--- src/rtl/alu_op_dispatcher_if.sv ---
// alu_op_dispatcher_if: request, ALU and result bus of the ALU issue stage
// master: request source, ALU and result consumer; slave: the dispatcher
interface alu_op_dispatcher_if #(
  parameter int WIDTH = 32,
  parameter int SHW = 5,
  parameter int TAGW = 4,
  parameter int CW = 3
);
  logic in_valid;
  logic in_ready;
  logic [3:0] in_opcode;
  logic [WIDTH-1:0] in_a;
  logic [WIDTH-1:0] in_b;
  logic [SHW-1:0] in_shift;
  logic [TAGW-1:0] in_tag;
  logic [3:0] alu_opcode;
  logic [WIDTH-1:0] alu_input1;
  logic [WIDTH-1:0] alu_input2;
  logic [SHW-1:0] alu_shiftValue;
  logic [WIDTH-1:0] alu_result;
  logic alu_carry;
  logic out_valid;
  logic out_ready;
  logic [WIDTH-1:0] out_result;
  logic out_carry;
  logic [TAGW-1:0] out_tag;
  logic out_illegal;
  logic [CW-1:0] fifo_count;
  logic [15:0] issue_count;
  modport master (
    output in_valid, in_opcode, in_a, in_b, in_shift, in_tag, alu_result, alu_carry, out_ready,
    input in_ready, alu_opcode, alu_input1, alu_input2, alu_shiftValue,
    input out_valid, out_result, out_carry, out_tag, out_illegal, fifo_count, issue_count
  );
  modport slave (
    input in_valid, in_opcode, in_a, in_b, in_shift, in_tag, alu_result, alu_carry, out_ready,
    output in_ready, alu_opcode, alu_input1, alu_input2, alu_shiftValue,
    output out_valid, out_result, out_carry, out_tag, out_illegal, fifo_count, issue_count
  );
endinterface

--- src/rtl/alu_op_dispatcher.sv ---
// alu_op_dispatcher: request FIFO, registered ALU issue stage and registered result stage
// ports: clk, rst (async active-high), bus (slave: in_* request, alu_* ALU drive/return, out_* result, counters)
module alu_op_dispatcher #(
  parameter int WIDTH = 32,
  parameter int SHW = 5,
  parameter int DEPTH = 4,
  parameter int TAGW = 4,
  parameter int MAXOP = 12,
  localparam int AW = $clog2(DEPTH),
  localparam int CW = AW + 1
) (
  input logic clk,
  input logic rst,
  alu_op_dispatcher_if.slave bus
);
  typedef struct packed {
    logic [3:0] op;
    logic [WIDTH-1:0] a;
    logic [WIDTH-1:0] b;
    logic [SHW-1:0] sh;
    logic [TAGW-1:0] tag;
  } req_t;
  typedef struct packed {
    logic [WIDTH-1:0] res;
    logic c;
    logic [TAGW-1:0] tag;
    logic ill;
  } res_t;
  req_t mem_q [DEPTH];
  req_t mem_d [DEPTH];
  logic [AW-1:0] wptr_q, wptr_d, rptr_q, rptr_d;
  logic [CW-1:0] cnt_q, cnt_d;
  req_t s1_q, s1_d;
  logic s1_ill_q, s1_ill_d, s1_v_q, s1_v_d;
  res_t s2_q, s2_d;
  logic out_v_q, out_v_d;
  logic [15:0] iss_q, iss_d;
  logic ready, push, pop, adv2;
  always_comb begin
    ready = cnt_q != CW'(DEPTH);
    push = bus.in_valid && ready;
    adv2 = s1_v_q && (!out_v_q || bus.out_ready);
    pop = cnt_q != '0 && (!s1_v_q || adv2);
    mem_d = mem_q;
    if (push) mem_d[wptr_q] = req_t'{op: bus.in_opcode, a: bus.in_a, b: bus.in_b, sh: bus.in_shift, tag: bus.in_tag};
    wptr_d = wptr_q + AW'(push);
    rptr_d = rptr_q + AW'(pop);
    cnt_d = cnt_q + CW'(push) - CW'(pop);
    s1_d = pop ? mem_q[rptr_q] : s1_q;
    s1_ill_d = pop ? mem_q[rptr_q].op > 4'(MAXOP) : s1_ill_q;
    s1_v_d = pop || (s1_v_q && !adv2);
    s2_d = adv2 ? res_t'{res: s1_ill_q ? '0 : bus.alu_result, c: !s1_ill_q && bus.alu_carry, tag: s1_q.tag, ill: s1_ill_q} : s2_q;
    out_v_d = adv2 || (out_v_q && !bus.out_ready);
    iss_d = iss_q + 16'(pop);
  end
  always_ff @(posedge clk) mem_q <= mem_d;
  always_ff @(posedge clk or posedge rst) begin
    if (rst) begin
      wptr_q <= '0;
      rptr_q <= '0;
      cnt_q <= '0;
      s1_q <= '0;
      s1_ill_q <= 1'b0;
      s1_v_q <= 1'b0;
      s2_q <= '0;
      out_v_q <= 1'b0;
      iss_q <= '0;
    end else begin
      wptr_q <= wptr_d;
      rptr_q <= rptr_d;
      cnt_q <= cnt_d;
      s1_q <= s1_d;
      s1_ill_q <= s1_ill_d;
      s1_v_q <= s1_v_d;
      s2_q <= s2_d;
      out_v_q <= out_v_d;
      iss_q <= iss_d;
    end
  end
  assign bus.in_ready = ready;
  assign bus.alu_opcode = s1_q.op;
  assign bus.alu_input1 = s1_q.a;
  assign bus.alu_input2 = s1_q.b;
  assign bus.alu_shiftValue = s1_q.sh;
  assign bus.out_valid = out_v_q;
  assign bus.out_result = s2_q.res;
  assign bus.out_carry = s2_q.c;
  assign bus.out_tag = s2_q.tag;
  assign bus.out_illegal = s2_q.ill;
  assign bus.fifo_count = cnt_q;
  assign bus.issue_count = iss_q;
endmodule

--- src/flat_wrapper.sv ---
// flat-port wrapper written by rule: the top's interface ports become plain ports
module alu_op_dispatcher_flat 
#(
  parameter int WIDTH = 32,
  parameter int SHW = 5,
  parameter int DEPTH = 4,
  parameter int TAGW = 4,
  parameter int MAXOP = 12,
  localparam int AW = $clog2(DEPTH),
  localparam int CW = AW + 1
)
  (clk, rst, bus_in_valid, bus_in_opcode, bus_in_a, bus_in_b, bus_in_shift, bus_in_tag, bus_alu_result, bus_alu_carry, bus_out_ready, bus_in_ready, bus_alu_opcode, bus_alu_input1, bus_alu_input2, bus_alu_shiftValue, bus_out_valid, bus_out_result, bus_out_carry, bus_out_tag, bus_out_illegal, bus_fifo_count, bus_issue_count);
  alu_op_dispatcher_if #(.CW(3), .WIDTH(WIDTH), .SHW(SHW), .TAGW(TAGW)) bus_i ();
  input logic clk;
  input logic rst;
  input wire logic [$bits(bus_i.in_valid)-1:0] bus_in_valid;
  input wire logic [$bits(bus_i.in_opcode)-1:0] bus_in_opcode;
  input wire logic [$bits(bus_i.in_a)-1:0] bus_in_a;
  input wire logic [$bits(bus_i.in_b)-1:0] bus_in_b;
  input wire logic [$bits(bus_i.in_shift)-1:0] bus_in_shift;
  input wire logic [$bits(bus_i.in_tag)-1:0] bus_in_tag;
  input wire logic [$bits(bus_i.alu_result)-1:0] bus_alu_result;
  input wire logic [$bits(bus_i.alu_carry)-1:0] bus_alu_carry;
  input wire logic [$bits(bus_i.out_ready)-1:0] bus_out_ready;
  output wire logic [$bits(bus_i.in_ready)-1:0] bus_in_ready;
  output wire logic [$bits(bus_i.alu_opcode)-1:0] bus_alu_opcode;
  output wire logic [$bits(bus_i.alu_input1)-1:0] bus_alu_input1;
  output wire logic [$bits(bus_i.alu_input2)-1:0] bus_alu_input2;
  output wire logic [$bits(bus_i.alu_shiftValue)-1:0] bus_alu_shiftValue;
  output wire logic [$bits(bus_i.out_valid)-1:0] bus_out_valid;
  output wire logic [$bits(bus_i.out_result)-1:0] bus_out_result;
  output wire logic [$bits(bus_i.out_carry)-1:0] bus_out_carry;
  output wire logic [$bits(bus_i.out_tag)-1:0] bus_out_tag;
  output wire logic [$bits(bus_i.out_illegal)-1:0] bus_out_illegal;
  output wire logic [$bits(bus_i.fifo_count)-1:0] bus_fifo_count;
  output wire logic [$bits(bus_i.issue_count)-1:0] bus_issue_count;
  assign bus_i.in_valid = bus_in_valid;
  assign bus_i.in_opcode = bus_in_opcode;
  assign bus_i.in_a = bus_in_a;
  assign bus_i.in_b = bus_in_b;
  assign bus_i.in_shift = bus_in_shift;
  assign bus_i.in_tag = bus_in_tag;
  assign bus_i.alu_result = bus_alu_result;
  assign bus_i.alu_carry = bus_alu_carry;
  assign bus_i.out_ready = bus_out_ready;
  assign bus_in_ready = bus_i.in_ready;
  assign bus_alu_opcode = bus_i.alu_opcode;
  assign bus_alu_input1 = bus_i.alu_input1;
  assign bus_alu_input2 = bus_i.alu_input2;
  assign bus_alu_shiftValue = bus_i.alu_shiftValue;
  assign bus_out_valid = bus_i.out_valid;
  assign bus_out_result = bus_i.out_result;
  assign bus_out_carry = bus_i.out_carry;
  assign bus_out_tag = bus_i.out_tag;
  assign bus_out_illegal = bus_i.out_illegal;
  assign bus_fifo_count = bus_i.fifo_count;
  assign bus_issue_count = bus_i.issue_count;
  alu_op_dispatcher #(.WIDTH(WIDTH), .SHW(SHW), .DEPTH(DEPTH), .TAGW(TAGW), .MAXOP(MAXOP)) u_core (.clk(clk), .rst(rst), .bus(bus_i));
endmodule
--- config.mk ---
export PLATFORM = sky130hd
export DESIGN_NAME = alu_op_dispatcher_flat
export DESIGN_NICKNAME = d
export VERILOG_FILES = /design/src/rtl/alu_op_dispatcher_if.sv /design/src/rtl/alu_op_dispatcher.sv /design/src/flat_wrapper.sv
export SDC_FILE = /design/constraint.sdc
export NUM_CORES = 1
export LEC_CHECK = 0
export BUFFER_PORTS_ARGS = -buffer_cell sky130_fd_sc_hd__buf_4
export CAP_MARGIN = 0
export CORE_MARGIN = 4
export CORE_UTILIZATION = 53
export CTS_CLUSTER_DIAMETER = 120
export DETAILED_ROUTE_END_ITERATION = 6
export PLACE_DENSITY = 0.75
export SYNTH_ARGS = -nofsm -noshare
export SYNTH_HDL_FRONTEND = slang
export SYNTH_SLANG_ARGS = --single-unit
--- constraint.sdc ---
create_clock -name clk -period 10 [get_ports clk]
set_input_delay 3 -clock clk [delete_from_list [all_inputs] [get_ports clk]]
set_output_delay 3 -clock clk [all_outputs]
set_load 0.02 [all_outputs]
# ---- Word-level counts from Yosys, hierarchy flattened
# Index checks and enable logic that the tools add are counted.
# Widths: inputs -> output; s select.
dict set report word_totals {
  in_bits 114
  elab_cells 72
  output_inout_bits 132
  reg_bits 449
}
dict set report op_classes {
  bitwise 2
  n_reduce_logical 17
  muxes 7
  magnitude_cmp 4
  add_sub_neg 5
  n_eq_ne 1
}
# op count
set op_table {}
lappend op_table {{$bwmux 308} 1}
lappend op_table {{$mux 77} 3}
lappend op_table {{$bmux 77 s2} 1}
lappend op_table {{$demux 77 s2} 1}
lappend op_table {{$mux 32} 1}
lappend op_table {{$add 16x1->16} 1}
lappend op_table {{$logic_and 1x1->1} 7}
lappend op_table {{$ge 3x3->1 const B} 2}
lappend op_table {{$not 2->3} 2}
lappend op_table {{$logic_not 1->1} 5}
lappend op_table {{$add 2x1->2} 2}
lappend op_table {{$gt 4x4->1 const B} 1}
lappend op_table {{$logic_or 1x1->1} 4}
lappend op_table {{$add 3x1->3} 1}
lappend op_table {{$lt 3x1->1 const B} 1}
lappend op_table {{$ne 3x3->1 const B} 1}
lappend op_table {{$reduce_bool 3->1} 1}
lappend op_table {{$sub 3x1->3} 1}

# ---- Longest topological paths before layout
# Gate-level depths: netlist of the first run.
dict set report logic_depth {
  word_depth 6
  mapped_depth 9
}

# ---- Least setup slack after synthesis of the first run
# No wires, ideal clock.
dict set report synth_path {
  path_kind {input to register}
  start {input port bus_in_valid}
  end {register u_core.mem_q[231] (netlist bit), enable pin}
  arrival_ns 8.967
  slack_ns 0.411
  cell_stages 2
  path_cell_list {a21boi_1 > nor3b_1}
}
dict set report synth_between {
  elab_chain_cells 1
}
# element line
set synth_rtl {}
lappend synth_rtl {{from (decl)} flat_wrapper.sv:16} ;# input wire logic [$bits(bus_i.in_valid)-1:0] bus_in_valid;
lappend synth_rtl {{$logic_and 1x1->1} alu_op_dispatcher.sv:41} ;# push = bus.in_valid && ready;
lappend synth_rtl {{to (signal assigned)} alu_op_dispatcher.sv:56} ;# always_ff @(posedge clk) mem_q <= mem_d;
lappend synth_rtl {{to (decl)} alu_op_dispatcher.sv:29} ;# req_t mem_q [DEPTH];
# No other way between the ends.
# A chain may end at the register's enable or synchronous reset.

# ---- Final worst setup path of the first run
dict set report layout_path {
  start {input port bus_out_ready}
  end {register u_core.s1_ill_q}
}
dict set report layout_between {
  elab_chain_cells 4
}
# element line
set layout_rtl {}
lappend layout_rtl {{from (decl)} flat_wrapper.sv:24} ;# input wire logic [$bits(bus_i.out_ready)-1:0] bus_out_ready;
lappend layout_rtl {{$logic_or 1x1->1} alu_op_dispatcher.sv:42} ;# adv2 = s1_v_q && (!out_v_q || bus.out_ready);
lappend layout_rtl {{$logic_and 1x1->1} alu_op_dispatcher.sv:42}
lappend layout_rtl {{$logic_or 1x1->1} alu_op_dispatcher.sv:43} ;# pop = cnt_q != '0 && (!s1_v_q || adv2);
lappend layout_rtl {{$logic_and 1x1->1} alu_op_dispatcher.sv:43}
lappend layout_rtl {{to (signal assigned)} alu_op_dispatcher.sv:73} ;# s1_ill_q <= s1_ill_d;
lappend layout_rtl {{to (decl)} alu_op_dispatcher.sv:34} ;# logic s1_ill_q, s1_ill_d, s1_v_q, s1_v_d;
# No other way between the ends.

==> results of run 1 <==
[worst max-delay path by stage]
stage / startpoint / end / slack, ns / depth (start not counted)
final: bus_out_ready / u_core.s1_ill_q$_DFFE_PP0P_ / 4.53 / 7
after global routing: bus_out_ready / u_core.s1_ill_q$_DFFE_PP0P_ / 4.20 / 7
after CTS: bus_out_ready / u_core.s1_ill_q$_DFFE_PP0P_ / 4.46 / 7
after detailed placement: bus_out_ready / u_core.s1_ill_q$_DFFE_PP0P_ / 3.91 / 7
after global placement: bus_out_ready / u_core.s1_ill_q$_DFFE_PP0P_ / 3.98 / 7
after floorplan: bus_in_valid / u_core.mem_q[231]$_DFFE_PP_ / 0.41 / 2
[critical path, delay by kind of cell]
family	cells	cell delay [ns]
compound gates	2	0.26
simple gates	2	1.05
buf+inv	3	1.49
[power groups by stage]
| stage | logic (mW) | clock network (mW) | registers [mW] |
|---|---|---|---|
| floorplan | 1.42 | 0 | 2.84 |
| global placement | 1.88 | 0 | 2.86 |
| detailed placement | 1.91 | 0 | 2.88 |
| CTS | 1.92 | 1.78 | 2.85 |
| global route | 2.06 | 1.87 | 2.91 |
| finish | 1.88 | 1.74 | 2.84 |
[metal layers]
layer  up-vias  routed length [um]  GRT usage
met5         -                  24          0
met4         4                 520    0.04094
met3        55                2372    0.04896
met2       298               16340     0.3173
met1      4429               13920     0.2599
li1       4096                   -          -
[state kept, by name (all words and copies together), names as in the netlist]
| name | count |
|---|---|
| u_core.s1_q | 4 |
| u_core.s1_ill_q | 1 |
| u_core.bus.alu_opcode | 4 |
| u_core.bus.out_illegal | 1 |
| u_core.bus.out_result | 32 |
| u_core.s1_v_q | 1 |
| u_core.rptr_q | 2 |
| u_core.bus.alu_input2 | 32 |
| u_core.bus.out_carry | 1 |
| u_core.wptr_q | 2 |
| u_core.bus.out_valid | 1 |
| u_core.bus.alu_shiftValue | 5 |
| u_core.bus.fifo_count | 3 |
| u_core.bus.issue_count | 16 |
| u_core.mem_q | 308 |
| u_core.bus.out_tag | 4 |
| u_core.bus.alu_input1 | 32 |
[cell usage in the layout (no fill, tap or decap), types with 3 or more instances in the layout]
master	synthesis	final
nand2b_1	3	3
clkinv_1	1	5
xor2_1	8	8
bufinv_16	0	5
nor2_1	9	7
clkbuf_8	0	7
dfrtp_1	141	139
nand3_1	8	8
clkbuf_16	0	49
clkinv_2	0	6
mux4_2	77	77
nand4_1	4	4
o21ai_0	34	34
nand2_1	306	305
ha_1	4	4
clkbuf_1	20	14
and4_1	3	3
xnor2_1	11	11
edfxtp_1	308	308
buf_4	73	255
[cell type report]
| type | count | area share |
|---|---|---|
| clock buffers | 70 | 0.06744 |
| clock inverters | 15 | 0.009758 |
| inverters | 5 | 0.001227 |
| multi-input cells | 483 | 0.1759 |
| flip-flops and latches | 449 | 0.6271 |
| well taps | 402 | 0.02467 |
| repair buffers | 255 | 0.09389 |
[metrics by stage]
stage	worst slack [ns]	cell area (um^2)	total power, mW
2_1_floorplan	0.4107	17120	4.262
3_3_place_gp	3.977	18810	4.741
3_5_place_dp	3.910	18810	4.790
4_1_cts	4.464	20390	6.549
5_1_grt	4.205	20390	6.829
6_report	4.531	20390	6.459
[cell families (layout without fill, tap and decap cells)]
group                    count (synthesis)  count (layout)  share of synthesized area
flip-flops                             449             449                     0.7464
AND/OR/NAND/NOR                        340             340                    0.07843
buffers and inverters                  122             345                    0.04561
multiplexers                            82              82                     0.1045
AO/OA/AOI/OAI                           37              37                    0.01118
XOR/XNOR                                19              19                   0.009722
adder cells (fa/ha/maj)                  5               5                   0.004093
==> impl_summary.txt, run 1 <==
----------------------------------------------------
[Clocking]
  Number of cells upsized or downsized after cts ... 0
  TritonCTS clock tree ... yes
  Clock transition at the registers of the reported paths ... 0.06 ns
  Count of clock tree sinks ... 449
  Later-pin clock latency in the skew report ... 0.53 ns
  Cts-stage hold buffer count ... 0
  Post-CTS Setup Repair Bufs ... 0
  Number of buffers inserted during clock tree synthesis ... 46
  Number of buffers between clock root and the deepest sink ... 3
  Cell at the root of the clock tree ... clkbuf_16
  Number of levels the H-tree was split into ... 2

[Min path]
  Endpoint, Worst Hold ... u_core.s1_q[0]$_DFFE_PP0P_
  Hold wc startpoint ... u_core.s1_q[0]$_DFFE_PP0P_
  Worst hold path class ... flip-flop to flip-flop
  Hold-critical path depth ... 2

[Route]
  Final wirelength ... 33.18 mm
  Number of DRC markers after the initial detailed-route iteration ... 572
  Detailed-route wire length per cell ... 19.76 um
  Number of routed nets with antenna violations ... 0
  Routed vias ... 8882
  Remaining design rule violation count ... 0
  Pre-Repair DR Iteration Count ... 5
  Number of vias per cell after detailed routing ... 5.290

[Layout]
  Count of nets after finishing ... 1359
  Finished Layout Cells ... 1679
  Multi-input combinational cell area ... 3587 um^2
  Layout cell share with drive strength beyond 1 ... 0.3218
  Combined flip-flop and latch cell area ... 12780 um^2
  Fraction of the core area covered by cells at the end of the flow ... 0.6428
  Diodes inserted ... 0
  P&R area growth vs syn ... 19.11%
  Total of fill cells in the finished design ... 2208

[STA]
  Fin. Hold Viols ... 0
  Total count of max-transition violations in the final report ... 0
  Final critical path time including I/O delays and setup ... 5.469 ns
  Worst slew margin relative to its limit ... 0.2887
  Period utilisation layout ... 0.5469
  Post-route setup TNS ... 0 ns
  Final Skew ... 0.01130 ns
  FMAX ... 182.9 MHz
  Unrepaired setup endpoints after global routing ... false
  Number of setup violations in the final report ... 0
  Worst-margin pin slew ... 1.067 ns
  Hold Slack ... 0.4681 ns

[Power and ir drop]
  Switching fraction of total power ... 0.3151
  Static leakage ... 8.193 nW
  Switching power of the nets ... 2.035 mW
  IR Drop Worst-Case VDD ... 0.2058 mV
  Cell internal pwr ... 4.424 mW
  Pwr/cell area ... 316.8 nW/um^2
  Sequential power share ... 0.440
  Part of the power in combinational logic ... 0.291
  Clock network power share ... 0.269

[Synth]
  Share of synthesized flip-flops with an asynchronous set or reset ... 0.3140
  Number of flip-flops and latches in the synthesized netlist ... 449
  Post-synth net total ... 1173
  Yosys cell types ... 33
  Cell type contributing the most total cell area after synthesis ... edfxtp_1
  Leading cell types by total area after synthesis ... edfxtp_1 (54%), dfrtp_1 (21%), mux4_2 (10%)
  Sequential share of the synthesized area ... 0.7464
  Post-Syn Area ... 17120 um^2
  Cell count after synthesis ... 1054
  Synth warnings ... 0
  Main synth FF type ... edfxtp_1
  Number of flops mapped to enable cells by yosys ... 308
  Top cell type's share of synthesized area ... 0.5403
  Commonest cells in the synthesized netlist ... edfxtp_1 (308), nand2_1 (306), dfrtp_1 (141), mux4_2 (77), buf_4 (73)
  Cell with the most instances after synthesis ... edfxtp_1
  Avg Inst Size Synth ... 16.24 um^2

[Die]
  Number of placement rows ... 65
  Overall die width ... 187.7 um
  Full die area ... 35240 um^2
  Core box area ... 31720 um^2
  Height of the chip ... 187.7 um
  Effective utilization at floorplan ... 0.5397
  I/O pin count ... 246

[Worst setup path]
  Top fanout value on the critical path ... 81
  Most frequent cell on the critical path ... buf_4
  Slowest-stage cell, CP ... clkinv_2
  Cell Chain, Critical Path ... buf_4 > nand3b_1 > nand2_4 > clkinv_2 > buf_4 > o2111ai_1 > o21ai_1
  Category of the critical setup timing path ... input pin to flip-flop
  R2r worst-path depth ... 6
  Worst reg2reg endpoint ... u_core.s1_ill_q$_DFFE_PP0P_
  CP Launch Type ... input pin
  Reg-to-reg critical path startpoint ... u_core.bus.fifo_count[0]$_DFF_PP0_
  WP data required ... 10.38 ns
  Arrival time reported for the critical path endpoint ... 5.85 ns
  R2R Setup Slk ... 6.49 ns
  Setup crit end kind ... flip-flop
  Slowest Stage Delay on Critical Path ... 0.81 ns

[Run]
  Number of maximum-capacitance constraint violations ... 0

[Global routing]
  Maximum number of pins on one net before global-route repair ... 82
  Remaining global-route overflow ... 0
  Via count of the first global-routing pass ... 9401
  Initial antenna violation count ... 2
  Overall track demand over capacity in global routing ... 0.1907
  Wire length of the first global-routing pass ... 52.91 mm

[Status]
  Outcome ... finished clean

[Placement]
  PortBufs ... 245
  Post-detail-place hpwl ... 19.73 mm
  GP Congestion ... 0.7686
  Placed Cells incl. Taps ... 1594

----------------------------------------------------
Power figures use the tool's default switching activity.
==> run 2, diff against run 1 <==
- CORE_UTILIZATION: 53 -> 51
- clock period: 10 -> 4.98 ns (I/O delays scaled with it)
==> run 2 against run 1 <==
Sequential cell count unchanged. Total power grew 100%. Combinational power up 100%. Sequential share of layout area decreased by 0.25 points. Routed wire length increased by 3.6%. Sequential power up 100%. Critical path type unchanged.
==> impl_summary.txt, run 2 (same netlist as run 1, synthesis figures left out) <==
----------------------------------------------------
[Status]
  Outcome ... finished clean

[Die]
  Full die area ... 36560 um^2 (+3.8%)
  Height of the chip ... 191.2 um (+1.9%)
  Core box area ... 32780 um^2 (+3.4%)
  Effective utilization at floorplan ... 0.5221 (-0.01755)
  I/O pin count ... 246 (unchanged)
  Overall die width ... 191.2 um (+1.9%)
  Number of placement rows ... 66 (+1.5%)

[Clocking]
  Number of buffers between clock root and the deepest sink ... 3 (unchanged)
  Post-CTS Setup Repair Bufs ... 0 (unchanged)
  Cts-stage hold buffer count ... 0 (unchanged)
  Clock transition at the registers of the reported paths ... 0.05 ns (about the same)
  Later-pin clock latency in the skew report ... 0.55 ns (+0.02 ns)
  Number of buffers inserted during clock tree synthesis ... 46 (unchanged)
  Number of levels the H-tree was split into ... 2 (unchanged)
  Cell at the root of the clock tree ... clkbuf_16
  TritonCTS clock tree ... yes
  Number of cells upsized or downsized after cts ... 0 (unchanged)
  Count of clock tree sinks ... 449 (unchanged)

[Worst setup path]
  Category of the critical setup timing path ... input pin to flip-flop
  Most frequent cell on the critical path ... buf_4
  Cell Chain, Critical Path ... buf_4 > nand3b_1 > nand2_4 > clkinv_2 > buf_4 > o2111ai_1 > o21ai_1
  Arrival time reported for the critical path endpoint ... 3.28 ns (-2.57 ns)
  CP Launch Type ... input pin
  Slowest-stage cell, CP ... buf_4
  Top fanout value on the critical path ... 80 (-1.2%)
  Setup crit end kind ... flip-flop
  Largest delay contributor family on the critical path ... buffers and inverters
  WP data required ... 5.41 ns (-4.97 ns)
  Slowest Stage Delay on Critical Path ... 0.75 ns (-0.06 ns)
  Buffers plus inverters on the worst setup path ... 3 (unchanged)

[Layout]
  Largest reg by FF count ... u_core.mem_q
  Layout cell share with drive strength beyond 1 ... 0.3253 (+0.003406)
  Max reg flops ... 308 (unchanged)
  Finished Layout Cells ... 1723 (+2.6%)
  P&R area growth vs syn ... 19.57%
  Most common cell after layout, fill and taps aside ... edfxtp_1
  Count of nets after finishing ... 1362 (+0.22%)
  Commonest non-fill, non-tap cells in the layout ... edfxtp_1 (308), nand2_1 (305), buf_4 (253)

[Global routing]
  Initial antenna violation count ... 3 (+1)
  Maximum number of pins on one net before global-route repair ... 81 (-1.2%)
  Wire length of the first global-routing pass ... 53.07 mm (+0.31%)
  Via count of the first global-routing pass ... 9389 (-0.13%)
  Remaining global-route overflow ... 0 (unchanged)
  Overall track demand over capacity in global routing ... 0.1880 (-0.002699)

[STA]
  Unrepaired setup endpoints after global routing ... false
  Period utilisation layout ... 0.5730
  Fin. Hold Viols ... 0 (unchanged)
  Final critical path time including I/O delays and setup ... 2.853 ns
  Total count of max-transition violations in the final report ... 0 (unchanged)
  Final Skew ... 0.02500 ns (+0.01370 ns)
  FMAX ... 350.5 MHz
  Worst-margin pin slew ... 1.102 ns (+0.03494 ns)
  Worst slew margin relative to its limit ... 0.2628 (-0.02590)
  Number of setup violations in the final report ... 0 (unchanged)
  Hold Slack ... 0.4724 ns (+0.004281 ns)

[Route]
  Sum of routed wire segments on met1 ... 14.20 mm (+2.0%)
  Met3 WL ... 2.830 mm (+19%)
  Final wirelength ... 34.37 mm (+3.6%)
  Routed vias ... 8976 (+1.1%)
  Detailed-route wire length per cell ... 19.95 um (+0.93%)
  Number of vias per cell after detailed routing ... 5.210 (-1.5%)
  Routed met2 length ... 16.78 mm (+2.7%)
  Number of DRC markers after the initial detailed-route iteration ... 561 (-1.9%)
  DR top layer ... met5
  Number of routed nets with antenna violations ... 0 (unchanged)
  Remaining design rule violation count ... 0 (unchanged)
  Pre-Repair DR Iteration Count ... 5 (unchanged)

[Placement]
  PortBufs ... 245 (unchanged)
  Post-detail-place hpwl ... 20.73 mm (+5.1%)
  GP Congestion ... 0.7583 (-1.3%)
  Placed Cells incl. Taps ... 1637 (+2.7%)

[Power and ir drop]
  Pwr/cell area ... 629.7 nW/um^2 (+99%)
  Post-route total power ... 12.89 mW (+100%)
  Static leakage ... 8.189 nW (about the same)
  IR Drop Worst-Case VDD ... 0.4572 mV (+120%)

[Min path]
  Worst hold path class ... flip-flop to flip-flop

[Run]
  Number of maximum-capacitance constraint violations ... 0 (unchanged)

----------------------------------------------------
==> run 2: cell count changes in the layout (fill, tap and decap cells not counted), sizes merged <==
cell / change
buf: +3
clkinv: +3
bufinv: -3
inv: +1
diode: +2
clkinvlp: +3
clkbuf: -5
==> run 2: cell type report <==
type	count	area [um^2]
sequential	449	12780
tap	442	553.0
multi-input combinational	483	3593
inverter	5	23.77
fill	2362	12320
clock inverter	19	172.7
antenna	2	5.005
clock buffer	65	1336
timing repair buffer	258	1999
==> run 2: path summary, 6_finish.rpt <==
kind | start | to | slack [ns] | depth (start not counted)
worst max-delay path | bus_out_ready | u_core.s1_ill_q$_DFFE_PP0P_ | 2.13 | 7
worst min-delay path | u_core.bus.alu_shiftValue[4]$_DFFE_PP0P_ | u_core.bus.alu_shiftValue[4]$_DFFE_PP0P_ | 0.47 | 2
worst max register to register | u_core.rptr_q[0]$_DFF_PP0_ | u_core.bus.alu_input1[15]$_DFFE_PP0P_ | 2.52 | 4
worst min register to register | u_core.bus.alu_shiftValue[4]$_DFFE_PP0P_ | u_core.bus.alu_shiftValue[4]$_DFFE_PP0P_ | 0.47 | 2
max in group asynchronous | rst | u_core.bus.out_result[22]$_DFFE_PP0P_ | 2.82 | 3
min in group asynchronous | rst | u_core.bus.issue_count[11]$_DFF_PP0_ | 1.16 | 2
==> run 2: where the power goes <==
part,switching [mW],leakage (nW),internal [mW]
Clock,1.38,0.738,1.98
Sequential,0.675,4.55,5.07
Combinational,2.10,2.90,1.68
Total,4.15,8.19,8.74
==> run 2: stage by stage <==
stage                     worst slack (ns)  cell area, um^2    util  TNS, ns
final                                2.127            20470  0.6243        0
after global routing                 1.929            20460  0.6242        0
after CTS                            2.094            20460  0.6242        0
after detailed placement             1.563            18950  0.5782        0
after global placement               1.564            18950  0.5782        0
after floorplan                    -0.3632            17130       -   -27.96
==> run 2: worst reg2reg max path, cell delays in order (launching register included) <==
cell,delay (ns)
dfrtp_4,1.10
buf_4,0.51
mux4_2,0.60
nand2_1,0.09
nand2_1,0.06
==> run 2: per-layer routing <==
| metal | track usage | vias to the layer above |
|---|---|---|
| li1 | - | 4109 |
| met4 | 0.03785 | 4 |
| met1 | 0.2543 | 4510 |
| met2 | 0.3149 | 305 |
| met5 | 0 | - |
| met3 | 0.04821 | 48 |
==> run 3, diff against run 2 <==
- clock period: 4.98 -> 2.4 ns (I/O delays scaled with it)
==> run 3 against run 2 <==
Clock power grew 110%. Global-route usage is essentially flat. Critical path depth shrank 4. Largest cell class unchanged. Largest power group unchanged.
==> impl_summary.txt, run 3 (same netlist as run 1, synthesis figures left out) <==
----------------------------------------------------
[Layout]
  Diodes inserted ... 0 (-2)
  Commonest non-fill, non-tap cells in the layout ... edfxtp_1 (308), nand2_1 (305), buf_4 (257)
  Combined flip-flop and latch cell area ... 12780 um^2 (unchanged)
  Total of fill cells in the finished design ... 2335 (-1.1%)
  Layout cell share with drive strength beyond 1 ... 0.3331 (+0.007822)
  Cell area after layout ... 20790 um^2 (+1.6%)
  Fraction of the core area covered by cells at the end of the flow ... 0.6341 (+0.009732)
  Multi-input combinational cell area ... 3605 um^2 (+0.31%)
  Max reg flops ... 308 (unchanged)
  Largest reg by FF count ... u_core.mem_q
  Most common cell after layout, fill and taps aside ... edfxtp_1
  P&R area growth vs syn ... 21.44%
  Finished Layout Cells ... 1739 (+0.93%)
  Count of nets after finishing ... 1380 (+1.3%)

[Worst setup path]
  Top fanout value on the critical path ... 5 (-94%)
  CP Launch Type ... flip-flop
  Slowest Stage Delay on Critical Path ... 0.45 ns (-0.30 ns)
  R2r worst-path depth ... 7 (+3)
  WP data required ... 1.68 ns (-3.73 ns)
  Category of the critical setup timing path ... flip-flop to output port
  Setup crit end kind ... output port
  Buffers plus inverters on the worst setup path ... 1 (-2)
  Cell Chain, Critical Path ... nor2_1 > nand2_1 > buf_4
  Arrival time reported for the critical path endpoint ... 1.52 ns (-1.76 ns)
  Slowest-stage cell, CP ... dfrtp_1
  Largest delay contributor family on the critical path ... flip-flops
  Critical Path Stages ... 3 (-4)

[Clocking]
  Number of buffers inserted during clock tree synthesis ... 45 (-2.2%)
  Post-CTS Setup Repair Bufs ... 0 (unchanged)
  Number of levels the H-tree was split into ... 2 (unchanged)
  Number of buffers between clock root and the deepest sink ... 3 (unchanged)
  Cts-stage hold buffer count ... 0 (unchanged)
  TritonCTS clock tree ... yes
  Count of clock tree sinks ... 449 (unchanged)
  Clock transition at the registers of the reported paths ... 0.06 ns (about the same)
  Cell at the root of the clock tree ... clkbuf_16
  Later-pin clock latency in the skew report ... 0.54 ns (about the same)
  Number of cells upsized or downsized after cts ... 0 (unchanged)

[STA]
  FMAX ... 447.2 MHz
  Final critical path time including I/O delays and setup ... 2.236 ns
  Unrepaired setup endpoints after global routing ... false
  Final Skew ... 0.02236 ns (-0.002637 ns)
  Hold Slack ... 0.1829 ns (-0.2895 ns)
  Worst-margin pin slew ... 0.8341 ns (-0.2678 ns)
  Total count of max-transition violations in the final report ... 0 (unchanged)
  Worst slew margin relative to its limit ... 0.4439 (+0.1812)
  Period utilisation layout ... 0.9318
  Fin. Hold Viols ... 0 (unchanged)
  Number of setup violations in the final report ... 0 (unchanged)

[Die]
  Height of the chip ... 191.2 um (unchanged)
  Effective utilization at floorplan ... 0.5221 (unchanged)
  I/O pin count ... 246 (unchanged)
  Core box area ... 32780 um^2 (unchanged)
  Full die area ... 36560 um^2 (unchanged)
  Number of placement rows ... 66 (unchanged)
  Overall die width ... 191.2 um (unchanged)

[Power and ir drop]
  Static leakage ... 8.340 nW (+1.8%)
  IR Drop Worst-Case VDD ... 0.7412 mV (+62%)
  Pwr/cell area ... 1308 nW/um^2 (+110%)
  Post-route total power ... 27.19 mW (+110%)

[Route]
  Detailed-route wire length per cell ... 19.79 um (-0.79%)
  Pre-Repair DR Iteration Count ... 4 (-1)
  Number of vias per cell after detailed routing ... 5.196 (-0.26%)
  Number of routed nets with antenna violations ... 0 (unchanged)
  Number of DRC markers after the initial detailed-route iteration ... 512 (-8.7%)
  Routed vias ... 9036 (+0.67%)
  Final wirelength ... 34.41 mm (+0.13%)
  Remaining design rule violation count ... 0 (unchanged)

[Status]
  Outcome ... finished clean

[Global routing]
  Remaining global-route overflow ... 0 (unchanged)
  Via count of the first global-routing pass ... 9488 (+1.1%)
  Maximum number of pins on one net before global-route repair ... 69 (-15%)
  Overall track demand over capacity in global routing ... 0.1884 (+0.0003764)
  Wire length of the first global-routing pass ... 53.49 mm (+0.78%)
  Initial antenna violation count ... 0 (-3)

[Placement]
  Placed Cells incl. Taps ... 1656 (+1.2%)
  GP Congestion ... 0.7626 (+0.57%)
  Area of placed instances ... 19300 um^2 (+1.8%)
  Post-detail-place hpwl ... 22.18 mm (+7.0%)
  PortBufs ... 245 (unchanged)

[Min path]
  Worst hold path class ... input pin to async pin

[Run]
  Number of maximum-capacitance constraint violations ... 0 (unchanged)

----------------------------------------------------
[run 3: cell count changes in the layout (fill, tap and decap cells not counted), moves of 3 or more]
cell       change
clkbuf_1       +5
bufinv_16      +3
clkbuf_16      -4
buf_4          +4
buf_12        +15
[run 3: per-stage QoR]
step,setup WS [ns],setup TNS (ns)
after global routing,0.04975,0
after floorplan,-0.9683,-116.22
final,0.1637,0
after CTS,0.1279,0
after detailed placement,0.08425,0
after global placement,0.1066,0
[run 3: layout make-up]
class,count,area share
inverter,5,0.001144
clock inverter,15,0.01005
tap,442,0.02660
sequential,449,0.6150
multi-input combinational,483,0.1734
clock buffer,68,0.06170
timing repair buffer,277,0.1121
[run 3: worst reg2reg max path: stages, from the launching register on]
cell and delay [ns]:
dfrtp_1 0.44, or3_1 0.49, and3_1 0.24, ha_1 0.23
and4_1 0.26, nand3_1 0.09, nor2_1 0.05, xor2_1 0.15
[run 3: per-layer routing]
| layer | GRT usage | up-vias | routed length [um] |
|---|---|---|---|
| met5 | 0 | - | 0 |
| met4 | 0.03923 | 0 | 603 |
| met3 | 0.05113 | 52 | 2912 |
| met2 | 0.3180 | 307 | 17090 |
| met1 | 0.2500 | 4527 | 13800 |
| li1 | - | 4150 | - |
[run 3: path summary, 6_finish.rpt]
check                                                      start                                     to  slack, ns
max                           u_core.bus.fifo_count[1]$_DFF_PP0_                           bus_in_ready       0.16
min                                                          rst  u_core.bus.out_result[17]$_DFFE_PP0P_       0.18
min in group clk                                    bus_in_a[25]            u_core.mem_q[297]$_DFFE_PP_       0.38
min reg2reg                u_core.bus.alu_input1[17]$_DFFE_PP0P_  u_core.bus.alu_input1[17]$_DFFE_PP0P_       0.47
max reg2reg                   u_core.bus.fifo_count[0]$_DFF_PP0_   u_core.bus.issue_count[14]$_DFF_PP0_       0.35
max in group asynchronous                                    rst   u_core.bus.out_result[5]$_DFFE_PP0P_       1.57
[run 3: report_power, final]
part / switching (mW) / leakage (nW) / internal, mW / total (mW)
sequential: 1.11 / 4.55 / 10.5 / 11.6
clock: 2.76 / 0.731 / 4.23 / 6.99
combinational: 4.75 / 3.06 / 3.81 / 8.56
